File: config.mk
export PLATFORM = sky130hd
export DESIGN_NAME = mul8_seq_ctrl
export DESIGN_NICKNAME = d
export VERILOG_FILES = /design/src/rtl/mul8_seq_pkg.sv /design/src/rtl/mul8_seq_ctrl_ap.sv /design/src/rtl/mul8_seq_ctrl_ap4x4_sel.sv /design/src/rtl/mul8_seq_ctrl.sv
export SDC_FILE = /design/constraint.sdc
export NUM_CORES = 1
export LEC_CHECK = 0
export BUFFER_PORTS_ARGS = -buffer_cell sky130_fd_sc_hd__buf_2
export CORE_MARGIN = 8
export CORE_UTILIZATION = 26
export CTS_CLUSTER_SIZE = 28
export DETAILED_ROUTE_END_ITERATION = 8
export PLACE_DENSITY_LB_ADDON = 0.2
export SLEW_MARGIN = 20
export SYNTH_ARGS = -nofsm -noshare
export SYNTH_HDL_FRONTEND = slang
export SYNTH_HIERARCHICAL = 1
export SYNTH_SLANG_ARGS = --single-unit
File: constraint.sdc
create_clock -name clk -period 9.48 [get_ports clk]
set_clock_uncertainty 0.15 [all_clocks]
set_input_delay 1.422 -clock clk [delete_from_list [all_inputs] [get_ports clk]]
set_output_delay 1.422 -clock clk [all_outputs]
set_load 0.05 [all_outputs]
File: src/rtl/mul8_seq_pkg.sv
// Shared types and constants for the sequenced 8x8 approximate multiplier.
// Mode codes select the variant used for each 4x4 partial product.
package mul8_seq_pkg;

  typedef enum logic [2:0] {
    IDLE = 3'd0,
    P_LL = 3'd1,
    P_LH = 3'd2,
    P_HL = 3'd3,
    P_HH = 3'd4,
    DONE = 3'd5
  } state_e;

  localparam logic [1:0] MODE_EXACT = 2'd0;
  localparam logic [1:0] MODE_AP1   = 2'd1;
  localparam logic [1:0] MODE_AP3   = 2'd2;
  localparam logic [1:0] MODE_AP4   = 2'd3;

  // HH=ap1, HL=ap3, LH=ap3, LL=ap4
  localparam logic [7:0] CFG_1334 = 8'h6B;

  localparam int CFG_LL_OFS = 0;
  localparam int CFG_LH_OFS = 2;
  localparam int CFG_HL_OFS = 4;
  localparam int CFG_HH_OFS = 6;

  function automatic logic [15:0] sat16(input logic [16:0] v);
    return v[16] ? 16'hFFFF : v[15:0];
  endfunction

endpackage

File: src/rtl/mul8_seq_ctrl_ap.sv
// Approximate 4x4 multipliers built from four 2x2 blocks; apN replaces N blocks
// (LL first, then LH/HL, then HH) with the 3-bit 2x2 cell where 3*3 yields 7.
module ap4x4_core #(
  parameter logic [3:0] APPROX = 4'b0000  // [0]=LL [1]=LH [2]=HL [3]=HH
) (
  input  logic [3:0] a,
  input  logic [3:0] b,
  output logic [7:0] p
);
  logic [3:0][3:0] pp;

  for (genvar i = 0; i < 4; i++) begin : g_blk
    localparam int AI = (i / 2) * 2;
    localparam int BI = (i % 2) * 2;
    logic [1:0] x, y;
    assign x = a[AI +: 2];
    assign y = b[BI +: 2];
    if (APPROX[i]) begin : g_apx
      assign pp[i] = {1'b0, x[1] & y[1], (x[1] & y[0]) | (x[0] & y[1]), x[0] & y[0]};
    end else begin : g_exact
      assign pp[i] = {2'b00, x} * {2'b00, y};
    end
  end

  assign p = {4'b0, pp[0]} + {2'b0, pp[1], 2'b0} + {2'b0, pp[2], 2'b0} + {pp[3], 4'b0};
endmodule

module ap1 (
  input  logic [3:0] a,
  input  logic [3:0] b,
  output logic [7:0] p
);
  ap4x4_core #(.APPROX(4'b0001)) u_core (.a(a), .b(b), .p(p));
endmodule

module ap3 (
  input  logic [3:0] a,
  input  logic [3:0] b,
  output logic [7:0] p
);
  ap4x4_core #(.APPROX(4'b0111)) u_core (.a(a), .b(b), .p(p));
endmodule

module ap4 (
  input  logic [3:0] a,
  input  logic [3:0] b,
  output logic [7:0] p
);
  ap4x4_core #(.APPROX(4'b1111)) u_core (.a(a), .b(b), .p(p));
endmodule

File: src/rtl/mul8_seq_ctrl_ap4x4_sel.sv
// Mode-selectable 4x4 multiplier: exact or one of the ap1/ap3/ap4 variants.
module ap4x4_sel
  import mul8_seq_pkg::*;
(
  input  logic [3:0] a,
  input  logic [3:0] b,
  input  logic [1:0] mode,
  output logic [7:0] p
);
  logic [7:0] p_ex, p_ap1, p_ap3, p_ap4;

  assign p_ex = {4'b0, a} * {4'b0, b};

  ap1 u_ap1 (.a(a), .b(b), .p(p_ap1));
  ap3 u_ap3 (.a(a), .b(b), .p(p_ap3));
  ap4 u_ap4 (.a(a), .b(b), .p(p_ap4));

  always_comb begin
    case (mode)
      MODE_EXACT: p = p_ex;
      MODE_AP1:   p = p_ap1;
      MODE_AP3:   p = p_ap3;
      default:    p = p_ap4;
    endcase
  end
endmodule

File: src/rtl/mul8_seq_ctrl.sv
// Sequenced 8x8 approximate multiplier: four 4x4 partials through one shared
// sub-multiplier, exact shift-add into a 17-bit accumulator, saturated to 16 bits.
module mul8_seq_ctrl
  import mul8_seq_pkg::*;
#(
  parameter logic [7:0] CFG_RST = CFG_1334
) (
  input  logic        clk,
  input  logic        rst_n,
  input  logic        in_valid,
  output logic        in_ready,
  input  logic [7:0]  a,
  input  logic [7:0]  b,
  input  logic [7:0]  cfg,
  output logic        out_valid,
  input  logic        out_ready,
  output logic [15:0] prod,
  output logic        busy
);
  state_e      state_q, state_d;
  logic [7:0]  a_q, a_d, b_q, b_d, cfg_q, cfg_d;
  logic [16:0] acc_q, acc_d;
  logic        in_ready_q, in_ready_d;
  logic        out_valid_q, out_valid_d;
  logic [15:0] prod_q, prod_d;

  logic [3:0]  sub_a, sub_b, sh;
  logic [1:0]  sub_mode;
  logic [7:0]  pp;
  logic [16:0] term;
  logic        accept, xfer;

  assign accept = in_valid & in_ready_q;
  assign xfer   = out_valid_q & out_ready;

  // Operand nibbles, mode field and shift all follow the current state.
  always_comb begin
    sub_a    = a_q[3:0];
    sub_b    = b_q[3:0];
    sub_mode = cfg_q[CFG_LL_OFS +: 2];
    sh       = 4'd0;
    case (state_q)
      P_LH: begin
        sub_b    = b_q[7:4];
        sub_mode = cfg_q[CFG_LH_OFS +: 2];
        sh       = 4'd4;
      end
      P_HL: begin
        sub_a    = a_q[7:4];
        sub_mode = cfg_q[CFG_HL_OFS +: 2];
        sh       = 4'd4;
      end
      P_HH: begin
        sub_a    = a_q[7:4];
        sub_b    = b_q[7:4];
        sub_mode = cfg_q[CFG_HH_OFS +: 2];
        sh       = 4'd8;
      end
      default: ;
    endcase
  end

  ap4x4_sel u_sub (.a(sub_a), .b(sub_b), .mode(sub_mode), .p(pp));

  assign term = 17'(pp) << sh;

  always_comb begin
    state_d = state_q;
    a_d     = a_q;
    b_d     = b_q;
    cfg_d   = cfg_q;
    acc_d   = acc_q;
    case (state_q)
      IDLE: if (accept) begin
        a_d     = a;
        b_d     = b;
        cfg_d   = cfg;
        acc_d   = '0;
        state_d = P_LL;
      end
      P_LL: begin acc_d = acc_q + term; state_d = P_LH; end
      P_LH: begin acc_d = acc_q + term; state_d = P_HL; end
      P_HL: begin acc_d = acc_q + term; state_d = P_HH; end
      P_HH: begin acc_d = acc_q + term; state_d = DONE; end
      DONE: if (xfer) state_d = IDLE;
      default: state_d = IDLE;
    endcase
    in_ready_d  = (state_d == IDLE);
    // First DONE cycle registers the saturated result; out_valid follows it.
    out_valid_d = (state_q == DONE) && !xfer;
    prod_d      = ((state_q == DONE) && !out_valid_q) ? sat16(acc_q) : prod_q;
  end

  always_ff @(posedge clk or negedge rst_n) begin
    if (!rst_n) begin
      state_q     <= IDLE;
      a_q         <= '0;
      b_q         <= '0;
      cfg_q       <= CFG_RST;
      acc_q       <= '0;
      in_ready_q  <= 1'b0;
      out_valid_q <= 1'b0;
      prod_q      <= '0;
    end else begin
      state_q     <= state_d;
      a_q         <= a_d;
      b_q         <= b_d;
      cfg_q       <= cfg_d;
      acc_q       <= acc_d;
      in_ready_q  <= in_ready_d;
      out_valid_q <= out_valid_d;
      prod_q      <= prod_d;
    end
  end

  assign in_ready  = in_ready_q;
  assign out_valid = out_valid_q;
  assign prod      = prod_q;
  assign busy      = (state_q != IDLE);
endmodule

## Word-level counts from Yosys, hierarchy flattened

Cells that the tools add are included.

- Bits in registers: 62
- Input port bits: 28
- Output and inout port bits: 19
- Word-level logic and storage cells: 77

- Add/sub/neg operators: 8
- Multiply operators: 4
- Equality and inequality tests: 8
- Shifts and indexed selects: 1
- Multiplexer cells: 11
- Bitwise logic cells: 22
- Reductions and logical operators: 15

Operators with widths:

| kind | count |
|---|---|
| 17-bit one-hot mux with 2 select lines | 1 |
| 8-bit one-hot mux with 3 select lines | 1 |
| 1-bit bitwise AND | 18 |
| 3-bit one-hot mux with 6 select lines | 1 |
| 17-bit adder | 1 |
| 17-bit two-way mux | 1 |
| 8-bit by 4-bit left shift with 17-bit output | 1 |
| 8-bit adder | 2 |
| 16-bit two-way mux | 1 |
| 2-bit by 2-bit multiplier with 4-bit output | 3 |
| 8-bit by 5-bit adder with 8-bit output | 1 |
| 8-bit by 6-bit adder with 8-bit output | 1 |
| 8-bit by 7-bit adder with 8-bit output | 1 |
| 4-bit by 4-bit multiplier with 8-bit output | 1 |
| 4-bit two-way mux | 2 |
| 4-bit one-hot mux with 2 select lines | 1 |
| 3-bit by 6-bit adder with 7-bit output | 1 |
| 3-bit by 5-bit adder with 6-bit output | 1 |
| 3-bit by 2-bit equality test with 1-bit output (second input constant) | 2 |
| 3-bit equality test (second input constant) | 2 |
| 3-bit logical NOT | 2 |
| 3-bit two-way mux | 2 |
| 2-bit one-hot mux with 3 select lines | 1 |
| 2-bit OR reduction | 3 |
| other kinds (12) | 18 |

## Longest topological paths before layout

Gate-level depths: netlist of run 1.

- Depth in word-level cells: 12
- Depth in mapped cells: 27
- Gate-level depth less buffers: 26

## Hierarchy

Netlist of run 1, hierarchy kept.

Modules (own cells, without submodules):

| module | times used | cells each | area an instance (um^2) |
|---|---|---|---|
| mul8_seq_ctrl | 1 | 376 | 3562.2 |
| ap4x4_sel | 1 | 65 | 640.6 |
| ap4x4_core at u_sub.u_ap1.u_core | 1 | 42 | 387.9 |
| ap4x4_core at u_sub.u_ap3.u_core | 1 | 29 | 277.8 |
| ap4x4_core at u_sub.u_ap4.u_core | 1 | 30 | 254.0 |

## Worst setup path before layout of run 1

OpenSTA, ideal clock, no wires.

- Path type: register -> register
- From: register state_q[1]
- To: register acc_q[15]
- Setup time: 0.121 ns
- Arrival time: 5.813 ns
- Data required time: 9.209 ns
- Slack: 3.396 ns
- Stages on the path, launching flop included: 27
- Path buffers: 1
- Path through: dfrtp_1 -> buf_2 -> nor2b_1 -> nand2_1 -> nand2_1 -> o22ai_1 -> a21oi_1 -> nand2_1 -> fa_1 -> inv_1 -> fa_1 -> inv_1 -> fa_1 -> inv_1 -> a21o_1 -> a21oi_2 -> xnor2_1 -> mux4_2 -> o22ai_1 -> nor2_1 -> ha_1 -> o21a_1 -> o211ai_1 -> a221o_1 -> o21ai_1 -> xor2_1 -> a22o_2

- Word-level cells in the longest chain between the ends: 12
- Elaborated cells between the ends (all ways): 54
- Those cells by class: 8 x add/sub; 4 x mul; 7 x eq/ne; 1 x shift; 6 x mux; 20 x bitwise; 8 x reduce/logical

Ends and longest elaborated chain:

| what | line | RTL |
|---|---|---|
| from (decl) | mul8_seq_ctrl.sv:20 | `state_e state_q, state_d;` |
| from (signal assigned) | mul8_seq_ctrl.sv:105 | `state_q <= state_d;` |
| 3-bit equality test / 3-bit by 2-bit equality test with 1-bit output (equally long branches) | mul8_seq_ctrl.sv:42 | `case (state_q)` |
| 2-bit OR reduction (no line) (*) | - |  |
| 4-bit two-way mux (*) | mul8_seq_ctrl.sv:42 |  |
| named net sub_a[0] | mul8_seq_ctrl.sv:27 | `logic [3:0] sub_a, sub_b, sh;` |
| branches (longest 5 deep; another with 8-bit by 6-bit adder with 8-bit output) | - |  |
| 8-bit one-hot mux with 3 select lines (*) | mul8_seq_ctrl_ap4x4_sel.sv:19 | `case (mode)` |
| named net pp[6] | mul8_seq_ctrl.sv:29 | `logic [7:0] pp;` |
| 8-bit by 4-bit left shift with 17-bit output (*) | mul8_seq_ctrl.sv:65 | `assign term = 17'(pp) << sh;` |
| 17-bit adder (*) | - |  |
| 17-bit one-hot mux with 2 select lines (*) | mul8_seq_ctrl.sv:73 | `case (state_q)` |
| to (signal assigned) | mul8_seq_ctrl.sv:100 | `acc_q <= '0;` |
| to (signal assigned) | mul8_seq_ctrl.sv:109 | `acc_q <= acc_d;` |
| to (decl) | mul8_seq_ctrl.sv:22 | `logic [16:0] acc_q, acc_d;` |

Mark *: on every way through the listed nets, which the timed path passes.
A chain may end at the register's enable or synchronous reset.

## Worst setup path in the final report of run 1

- From: register state_q[1]
- To: register acc_q[11]

Same word-level chain as after synthesis.

==> results of run 1 <==
## per-layer routing
| layer | track usage, % | wire, um | vias up |
|---|---|---|---|
| li1 | - | - | 2003 |
| met1 | 14.9 | 6430 | 1956 |
| met2 | 16.7 | 5590 | 83 |
| met3 | 2.68 | 652 | 4 |
| met4 | 2.79 | 87 | 0 |
| met5 | 0 | 0 | - |
## metrics by stage
stage | util [%] | setup WS (ps) | hold WS, ps | area, sq um | cells
floorplan | - | 3400 | 325 | 5120 | 542
global placement | 29.1 | 2270 | 341 | 5650 | 841
detailed placement | 29.1 | 2200 | 343 | 5650 | 841
CTS | 30.8 | 2180 | 355 | 5970 | 857
global route | 30.8 | 1550 | 367 | 5970 | 857
finish | 30.8 | 2100 | 351 | 5970 | 857
## sequential cells by signal (all words and copies together), names as in the netlist
name and cells:
cfg_q 8, prod 16, state_q 3, b_q 8, acc_q 17, a_q 8, in_ready 1, out_valid 1
## cell type report
type / instances / area (sq um)
sequential: 62 / 1560
inverter: 24 / 90.1
multi-input combinational: 437 / 3400
clock inverter: 4 / 70.1
fill: 2062 / 13400
tap: 265 / 332
clock buffer: 12 / 246
timing repair buffer: 53 / 283
## cells by family (layout without fill, tap and decap cells)
group           after synthesis  count (layout)
buf+inv                      43              93
flops                        62              62
simple gates                179             179
mux                          41              41
xor+xnor                     24              24
fa+ha+maj                    64              64
compound gates              129             129
## synthesized netlist by cell type (8+ instances only)
library cell                n
sky130_fd_sc_hd__a21o_1    12
sky130_fd_sc_hd__a21oi_1   40
sky130_fd_sc_hd__a22o_1     9
sky130_fd_sc_hd__and2_1    45
sky130_fd_sc_hd__and3_1     8
sky130_fd_sc_hd__clkbuf_1  11
sky130_fd_sc_hd__dfrtp_1   57
sky130_fd_sc_hd__fa_1      15
sky130_fd_sc_hd__ha_1      49
sky130_fd_sc_hd__inv_1     24
sky130_fd_sc_hd__mux2_2    28
sky130_fd_sc_hd__nand2_1   44
sky130_fd_sc_hd__nand3_1    8
sky130_fd_sc_hd__nor2_1    52
sky130_fd_sc_hd__o21ai_0   25
sky130_fd_sc_hd__o22ai_1    8
sky130_fd_sc_hd__xnor2_1   13
sky130_fd_sc_hd__xor2_1    11
## worst paths after layout
kind                                 startpoint                    end  slack, ps  cells after the start
max                        state_q[1]$_DFF_PN0_  acc_q[11]$_DFFE_PN0P_       2100                     25
min                          b_q[0]$_DFFE_PN0P_     b_q[0]$_DFFE_PN0P_        350                      1
max reg2reg                state_q[1]$_DFF_PN0_  acc_q[11]$_DFFE_PN0P_       2100                     25
min reg2reg                  b_q[0]$_DFFE_PN0P_     b_q[0]$_DFFE_PN0P_        350                      1
max in group asynchronous                 rst_n     b_q[2]$_DFFE_PN0P_       7530                      2
min in group asynchronous                 rst_n   prod[12]$_DFFE_PN0P_       1120                      2
==> reports/qor.json, run 1 <==
{
  "cts_made_buffers": {"value": 9},
  "netlist_area": {"value": 0.00512, "unit": "sq mm"},
  "worst_path_dominant_cell_family": {"value": "compound AO/OA/AOI/OAI gates"},
  "primary_ff_master_synth": {"value": "sky130_fd_sc_hd__dfrtp_1"},
  "worst_setup_path_start_kind": {"value": "register"},
  "yosys_warnings": {"value": 6},
  "drive_above_1_share": {"value": 21.1, "unit": "%"},
  "syn_to_final_growth": {"value": 16.6, "unit": "%"},
  "slew_at_the_pin_closest_to_its_max_slew_limit": {"value": 1060, "unit": "ps"},
  "critPathMaxStageDelay": {"value": 890, "unit": "ps"},
  "post_cts.repair.setup_buffers": {"value": 0},
  "worst_setup_hold_path_clk_slew": {"value": 50, "unit": "ps"},
  "nets": {"value": 679},
  "status": {"value": "finished, final reports clean"},
  "die-area": {"value": 0.0244, "unit": "sq mm"},
  "totalNegativeSetupSlack": {"value": 0, "unit": "ps"},
  "synth_cell_types": {"value": 55},
  "critPathMaxFanout": {"value": 27},
  "die_height": {"value": 156, "unit": "um"},
  "postSynth.asyncResetShare": {"value": 100, "unit": "%"},
  "antenna_violating_nets_post_route": {"value": 0},
  "ys_seq_elements": {"value": 62},
  "tritoncts": {"value": "built"},
  "max-clock-path-buffers": {"value": 2},
  "grt_max_degree": {"value": 63},
  "cpMaxStageDelayCell": {"value": "sky130_fd_sc_hd__dfrtp_1"},
  "area_fraction_of_the_dominant_cell_type_after_synthesis": {"value": 27.8, "unit": "%"},
  "min_path_type": {"value": "reg2reg"},
  "core_area": {"value": 0.0194, "unit": "sq mm"},
  "grt_first_pass_wirelength": {"value": 21600, "unit": "um"},
  "antenna_found_initial": {"value": 0},
  "timing.final.setup_violations": {"value": 0},
  "timing.final.crit_period": {"value": 7380, "unit": "ps"},
  "maxCapViolations": {"value": 0},
  "clock_latency": {"value": 320, "unit": "ps"},
  "cp.required": {"value": 9540, "unit": "ps"},
  "vias": {"value": 4046},
  "mostFrequentLayoutCell": {"value": "sky130_fd_sc_hd__dfrtp_1"},
  "hpwl": {"value": 9730, "unit": "um"},
  "timing.final.max_slew_violations": {"value": 0},
  "cts-root-buf": {"value": "sky130_fd_sc_hd__clkbuf_16"},
  "cell_type_with_the_highest_aggregate_area_in_the_netlist": {"value": "sky130_fd_sc_hd__dfrtp_1"},
  "synth_compound_gate_area_share": {"value": 16.4, "unit": "%"},
  "die_w": {"value": 156, "unit": "um"},
  "aggregate_global_routing_overflow": {"value": 0},
  "tcrit_tclk_final": {"value": 77.8, "unit": "%"},
  "cts_hold_buffers": {"value": 0},
  "ctsResizeCount": {"value": 0},
  "finalWeightedCongestion": {"value": 0.832},
  "htree_levels": {"value": 3},
  "drt_iter0_markers": {"value": 183},
  "avgViaCountPerCell": {"value": 4.72},
  "diodes": {"value": 0},
  "wl_per_cell": {"value": 14.9, "unit": "um"},
  "synth_edf_count": {"value": 0},
  "routed_wl": {"value": 12800, "unit": "um"},
  "synth_area_leaders": {"value": "sky130_fd_sc_hd__dfrtp_1, sky130_fd_sc_hd__ha_1, sky130_fd_sc_hd__mux2_2, sky130_fd_sc_hd__fa_1, sky130_fd_sc_hd__and2_1"},
  "placementRows": {"value": 51},
  "final_cell_mix": {"value": "sky130_fd_sc_hd__dfrtp_1, sky130_fd_sc_hd__nor2_1, sky130_fd_sc_hd__ha_1, sky130_fd_sc_hd__buf_2, sky130_fd_sc_hd__and2_1"},
  "final_hold_viol_count": {"value": 0},
  "timing.fmax": {"value": 136, "unit": "MHz"},
  "critPathBufInv": {"value": 3},
  "synth_nets": {"value": 634},
  "boundaryPins": {"value": 47},
  "yosys.area_share.adder": {"value": 17.8, "unit": "%"},
  "groute.usage.overall": {"value": 10.9, "unit": "%"},
  "largest_family_of_logic_cells_by_synthesized_area": {"value": "adder cells"},
  "synth_xor_xnor_area_share": {"value": 4.10, "unit": "%"},
  "synthMuxAreaShare": {"value": 10.4, "unit": "%"},
  "synth_sequential_area_ratio": {"value": 30.4, "unit": "%"},
  "critical_path_arrival": {"value": 7440, "unit": "ps"},
  "1st_pass_router_iterations": {"value": 4},
  "starting_density_of_the_core": {"value": 26.4, "unit": "%"},
  "syn-instance-count": {"value": 542},
  "syn_avg_cell_area": {"value": 9.45, "unit": "sq um"},
  "rsz_0062_raised_after_global_routing": {"value": "false"},
  "critical_path.endpoint_type": {"value": "register"},
  "synth_simple_gate_area_share": {"value": 17.4, "unit": "%"},
  "timing.slew.headroom": {"value": 29.0, "unit": "%"},
  "place.port_buffers": {"value": 46},
  "first_global_vias": {"value": 4165},
  "clock_sinks": {"value": 62},
  "worstSetupPathType": {"value": "reg2reg"},
  "drcViolationCount": {"value": 0}
}
Power of run 1 is left out: the tool's default activity adds up to more than one toggle a clock period on the data nets, which glitch-free logic cannot reach.
==> run 2: changes to the inputs <==
clock period = 6.52 ns   (was 9.48 ns; I/O delays follow)
==> reports/qor.json, run 2 (same netlist as run 1, synthesis figures left out) <==
{
  "drt_iter0_markers": {"value": 226},
  "avgViaCountPerCell": {"value": 4.71},
  "antenna_violating_nets_post_route": {"value": 0},
  "timing.final.setup_violations": {"value": 0},
  "timing.slew.headroom": {"value": 47.6, "unit": "%"},
  "htree_levels": {"value": 3},
  "timing.final.crit_period": {"value": 6100, "unit": "ps"},
  "final_cell_area": {"value": 0.00605, "unit": "sq mm"},
  "tcrit_tclk_final": {"value": 93.6, "unit": "%"},
  "nets": {"value": 693},
  "grt_max_degree": {"value": 63},
  "critical_path_arrival": {"value": 6170, "unit": "ps"},
  "worst_setup_hold_path_clk_slew": {"value": 50, "unit": "ps"},
  "1st_pass_router_iterations": {"value": 4},
  "first_global_vias": {"value": 4297},
  "core_area": {"value": 0.0194, "unit": "sq mm"},
  "routed_wl": {"value": 13100, "unit": "um"},
  "placementRows": {"value": 51},
  "registers.top_by_ff_count": {"value": "acc_q"},
  "status": {"value": "finished, final reports clean"},
  "final_hold_viol_count": {"value": 0},
  "antenna_found_initial": {"value": 0},
  "timing.final.max_slew_violations": {"value": 0},
  "totalNegativeSetupSlack": {"value": 0, "unit": "ps"},
  "critical_path.endpoint_type": {"value": "register"},
  "finalWeightedCongestion": {"value": 0.838},
  "mostFrequentLayoutCell": {"value": "sky130_fd_sc_hd__dfrtp_1"},
  "hpwl": {"value": 10200, "unit": "um"},
  "groute.usage.overall": {"value": 11.2, "unit": "%"},
  "min_path_type": {"value": "reg2reg"},
  "cts_hold_buffers": {"value": 0},
  "clock_sinks": {"value": 62},
  "starting_density_of_the_core": {"value": 26.4, "unit": "%"},
  "vias": {"value": 4104},
  "die_height": {"value": 156, "unit": "um"},
  "rsz_0062_raised_after_global_routing": {"value": "false"},
  "place.port_buffers": {"value": 46},
  "largest_register_ffs": {"value": 17},
  "worst_setup_path_start_kind": {"value": "register"},
  "cp.required": {"value": 6590, "unit": "ps"},
  "die-area": {"value": 0.0244, "unit": "sq mm"},
  "aggregate_global_routing_overflow": {"value": 0},
  "cts_made_buffers": {"value": 9},
  "wl_per_cell": {"value": 15.0, "unit": "um"},
  "tritoncts": {"value": "built"},
  "timing.rr.start": {"value": "state_q[1]$_DFF_PN0_"},
  "cts-root-buf": {"value": "sky130_fd_sc_hd__clkbuf_16"},
  "maxCapViolations": {"value": 0},
  "boundaryPins": {"value": 47},
  "drive_above_1_share": {"value": 23.3, "unit": "%"},
  "hold_ws": {"value": 357, "unit": "ps"},
  "max-clock-path-buffers": {"value": 2},
  "diodes": {"value": 0},
  "worstSetupPathType": {"value": "reg2reg"},
  "die_w": {"value": 156, "unit": "um"},
  "min_from": {"value": "cfg_q[2]$_DFFE_PN0P_"},
  "crit_start": {"value": "state_q[1]$_DFF_PN0_"},
  "drcViolationCount": {"value": 0},
  "fillCellCount": {"value": 2049},
  "grt_first_pass_wirelength": {"value": 22100, "unit": "um"},
  "slew_at_the_pin_closest_to_its_max_slew_limit": {"value": 786, "unit": "ps"},
  "final_cell_mix": {"value": "sky130_fd_sc_hd__dfrtp_1, sky130_fd_sc_hd__nor2_1, sky130_fd_sc_hd__ha_1, sky130_fd_sc_hd__buf_2, sky130_fd_sc_hd__and2_1"},
  "critPathMaxFanout": {"value": 9},
  "clock_latency": {"value": 330, "unit": "ps"},
  "syn_to_final_growth": {"value": 18.1, "unit": "%"},
  "postPlaceCellArea": {"value": 0.00576, "unit": "sq mm"},
  "timing.fmax": {"value": 164, "unit": "MHz"}
}
[run 2: worst paths after layout]
kind | slack (ps) | cells after the start | end
min in group asynchronous | 670 | 2 | prod[13]$_DFFE_PN0P_
setup / recovery | 420 | 24 | acc_q[14]$_DFFE_PN0P_
max in group asynchronous | 5040 | 2 | b_q[2]$_DFFE_PN0P_
setup reg to reg | 420 | 24 | acc_q[14]$_DFFE_PN0P_
hold / removal | 360 | 1 | cfg_q[2]$_DFFE_PN0P_
hold reg to reg | 360 | 1 | cfg_q[2]$_DFFE_PN0P_
[run 2: area by class of cell]
cell class / instances / area, sq um / area share [%]
clock buffer: 12 / 246 / 4.08
clock inverter: 4 / 22.5 / 0.372
inverter: 24 / 90.1 / 1.49
multi-input combinational: 437 / 3410 / 56.4
sequential: 62 / 1560 / 25.8
tap: 265 / 332 / 5.48
timing repair buffer: 67 / 388 / 6.41
[run 2: metrics by stage]
step | util [%] | worst slack (ps) | std cells
finish | 31.2 | 420 | 871
global route | 31.2 | 30.7 | 871
CTS | 31.1 | 199 | 871
global placement | 29.7 | 335 | 855
floorplan | - | 436 | 542
detailed placement | 29.7 | 207 | 855
[run 2: what timing repair did]
item                       in CTS  in global routing
setup buffers                   0                  0
setup endpoints to repair       0                  6
hold endpoints to repair        0                  0
gates resized for setup         0                  3
[run 2: critical path: stages (launching register included)]
cell and delay (ps):
sky130_fd_sc_hd__dfrtp_1 510, sky130_fd_sc_hd__nand2b_1 240, sky130_fd_sc_hd__a21oi_2 310, sky130_fd_sc_hd__buf_4 190
sky130_fd_sc_hd__mux2_2 330, sky130_fd_sc_hd__and2_1 140, sky130_fd_sc_hd__ha_1 180, sky130_fd_sc_hd__ha_1 310
sky130_fd_sc_hd__fa_1 530, sky130_fd_sc_hd__fa_1 470, sky130_fd_sc_hd__a21o_1 210, sky130_fd_sc_hd__a21oi_2 140
sky130_fd_sc_hd__xnor2_1 150, sky130_fd_sc_hd__a21oi_1 90, sky130_fd_sc_hd__a221oi_1 270, sky130_fd_sc_hd__buf_4 180
sky130_fd_sc_hd__o22ai_1 70, sky130_fd_sc_hd__nor2_1 130, sky130_fd_sc_hd__ha_1 300, sky130_fd_sc_hd__a21oi_1 160
sky130_fd_sc_hd__o21ai_0 90, sky130_fd_sc_hd__o21bai_1 230, sky130_fd_sc_hd__o311ai_2 360, sky130_fd_sc_hd__a211o_1 170
sky130_fd_sc_hd__nand3_1 60
[run 2: per-layer routing]
metal | share of wire [%] | track usage [%] | vias to the layer above | routed length [um]
met2 | 46 | 18.1 | 90 | 5960
met3 | 5.3 | 2.68 | 10 | 692
met1 | 48 | 14.7 | 1968 | 6320
met4 | 0.97 | 3.16 | 0 | 127
li1 | - | - | 2036 | -
met5 | 0 | 0 | - | 0
Power of run 2 is left out for the same reason.
==> run 3: changes to the inputs <==
CORE_MARGIN = not set   (was 8)
clock period = 6.5 ns   (was 6.52 ns; I/O delays follow)
==> reports/qor.json, run 3 (same netlist as run 1, synthesis figures left out) <==
{
  "drt_iter0_markers": {"value": 153},
  "final_hold_viol_count": {"value": 0},
  "drive_above_1_share": {"value": 23.4, "unit": "%"},
  "die-area": {"value": 0.0203, "unit": "sq mm"},
  "timing.final.crit_period": {"value": 6040, "unit": "ps"},
  "place.detailed.instances": {"value": 847},
  "min_path_type": {"value": "reg2reg"},
  "grt_max_degree": {"value": 63},
  "clock_sinks": {"value": 62},
  "rsz_0062_raised_after_global_routing": {"value": "true"},
  "totalNegativeSetupSlack": {"value": 0, "unit": "ps"},
  "avgViaCountPerCell": {"value": 4.75},
  "antenna_violating_nets_post_route": {"value": 0},
  "registers.top_by_ff_count": {"value": "acc_q"},
  "slew_at_the_pin_closest_to_its_max_slew_limit": {"value": 1030, "unit": "ps"},
  "timing.final.setup_violations": {"value": 0},
  "finalWeightedCongestion": {"value": 0.831},
  "critical_path_arrival": {"value": 6110, "unit": "ps"},
  "timing.final.max_slew_violations": {"value": 0},
  "place.port_buffers": {"value": 46},
  "largest_register_ffs": {"value": 17},
  "grt_first_pass_wirelength": {"value": 21700, "unit": "um"},
  "tcrit_tclk_final": {"value": 93.0, "unit": "%"},
  "placementRows": {"value": 50},
  "core_area": {"value": 0.0190, "unit": "sq mm"},
  "critPathMaxFanout": {"value": 15},
  "boundaryPins": {"value": 47},
  "maxCapViolations": {"value": 0},
  "post_cts.repair.setup_buffers": {"value": 0},
  "critPathMaxStageDelay": {"value": 510, "unit": "ps"},
  "status": {"value": "finished, final reports clean"},
  "mostFrequentLayoutCell": {"value": "sky130_fd_sc_hd__dfrtp_1"},
  "critical_path.endpoint_type": {"value": "register"},
  "aggregate_global_routing_overflow": {"value": 0},
  "min_from": {"value": "b_q[1]$_DFFE_PN0P_"},
  "cts-root-buf": {"value": "sky130_fd_sc_hd__clkbuf_16"},
  "fillCellCount": {"value": 2024},
  "hpwl": {"value": 9980, "unit": "um"},
  "final_cell_mix": {"value": "sky130_fd_sc_hd__dfrtp_1, sky130_fd_sc_hd__nor2_1, sky130_fd_sc_hd__ha_1, sky130_fd_sc_hd__buf_2, sky130_fd_sc_hd__and2_1"},
  "crit_start": {"value": "state_q[2]$_DFF_PN0_"},
  "vias": {"value": 4099},
  "max-clock-path-buffers": {"value": 2},
  "diodes": {"value": 0},
  "final_cell_area": {"value": 0.00608, "unit": "sq mm"},
  "die_w": {"value": 142, "unit": "um"},
  "nets": {"value": 690},
  "routed_wl": {"value": 12800, "unit": "um"},
  "worst_setup_hold_path_clk_slew": {"value": 50, "unit": "ps"},
  "wl_per_cell": {"value": 14.8, "unit": "um"},
  "cpMaxStageDelayCell": {"value": "sky130_fd_sc_hd__fa_1"},
  "cp.required": {"value": 6560, "unit": "ps"},
  "drcViolationCount": {"value": 0},
  "syn_to_final_growth": {"value": 18.7, "unit": "%"},
  "timing.rr.start": {"value": "state_q[2]$_DFF_PN0_"},
  "critPathBufInv": {"value": 3},
  "postPlaceCellArea": {"value": 0.00573, "unit": "sq mm"},
  "tritoncts": {"value": "built"},
  "die_height": {"value": 142, "unit": "um"},
  "starting_density_of_the_core": {"value": 26.9, "unit": "%"},
  "1st_pass_router_iterations": {"value": 5},
  "antenna_found_initial": {"value": 0},
  "timing.slew.headroom": {"value": 30.6, "unit": "%"},
  "clock_latency": {"value": 330, "unit": "ps"},
  "worst_setup_path_start_kind": {"value": "register"},
  "htree_levels": {"value": 3},
  "cts_made_buffers": {"value": 9},
  "first_global_vias": {"value": 4227},
  "groute.usage.overall": {"value": 13.7, "unit": "%"},
  "timing.fmax": {"value": 165, "unit": "MHz"},
  "worstSetupPathType": {"value": "reg2reg"},
  "finish.cell_count_without_fillers": {"value": 863},
  "worst_path_dominant_cell_family": {"value": "compound AO/OA/AOI/OAI gates"}
}
-- run 3: area by class of cell --
type	count	area, sq um	share of cell area [%]
clock buffers	11	233	3.83
clock inverters	5	75.1	1.23
inverters	24	90.1	1.48
multi-input cells	437	3420	56.3
flip-flops and latches	62	1560	25.6
well taps	260	325	5.35
repair buffers	64	373	6.13
-- run 3: metal layers --
| metal | track usage, % | routed length [um] | vias up |
|---|---|---|---|
| li1 | - | - | 2029 |
| met1 | 17.6 | 6150 | 1977 |
| met2 | 23.0 | 5990 | 82 |
| met3 | 3.20 | 527 | 11 |
| met4 | 3.34 | 116 | 0 |
| met5 | 0 | 0 | - |
-- run 3: per-stage QoR --
step	hold slack (ps)	setup slack (ps)	util [%]
floorplan	325	416	-
global placement	347	108	30.1
detailed placement	344	104	30.1
CTS	359	86.5	31.7
global route	372	-8.32	32.0
finish	353	457	32.0
-- run 3: worst register-to-register path, stage by stage, from the launching register on --
cell and delay, ps:
sky130_fd_sc_hd__dfrtp_1 450, sky130_fd_sc_hd__buf_4 200, sky130_fd_sc_hd__nor2b_1 140, sky130_fd_sc_hd__nand2_1 70, sky130_fd_sc_hd__nand2_1 140, sky130_fd_sc_hd__o22ai_1 110
sky130_fd_sc_hd__a21oi_1 220, sky130_fd_sc_hd__buf_6 210, sky130_fd_sc_hd__and2_1 150, sky130_fd_sc_hd__ha_1 150, sky130_fd_sc_hd__ha_1 240, sky130_fd_sc_hd__fa_1 510
sky130_fd_sc_hd__fa_1 470, sky130_fd_sc_hd__a21o_1 210, sky130_fd_sc_hd__a21oi_2 140, sky130_fd_sc_hd__xnor2_1 160, sky130_fd_sc_hd__a21oi_1 120, sky130_fd_sc_hd__a221oi_2 300
sky130_fd_sc_hd__buf_4 190, sky130_fd_sc_hd__o22ai_1 70, sky130_fd_sc_hd__nor2_1 160, sky130_fd_sc_hd__ha_1 310, sky130_fd_sc_hd__a21oi_1 160, sky130_fd_sc_hd__o21ai_0 100
sky130_fd_sc_hd__o21bai_1 240, sky130_fd_sc_hd__o311ai_2 320, sky130_fd_sc_hd__a211o_1 180, sky130_fd_sc_hd__nand3_1 60
-- run 3: final timing paths --
kind / to / slack, ps / cells past startpoint
worst max-delay path: acc_q[14]$_DFFE_PN0P_ / 460 / 27
worst min-delay path: b_q[1]$_DFFE_PN0P_ / 350 / 1
worst max register to register: acc_q[14]$_DFFE_PN0P_ / 460 / 27
worst min register to register: b_q[1]$_DFFE_PN0P_ / 350 / 1
max in group asynchronous: state_q[0]$_DFF_PN0_ / 4960 / 2
min in group asynchronous: prod[13]$_DFFE_PN0P_ / 640 / 2
-- run 3: what timing repair did --
item                                    CTS  global route
hold buffers                              0             0
endpoints found under the setup margin    0             7
gates resized for setup                   0             9
hold endpoints to repair                  0             0
Power of run 3 is left out for the same reason.
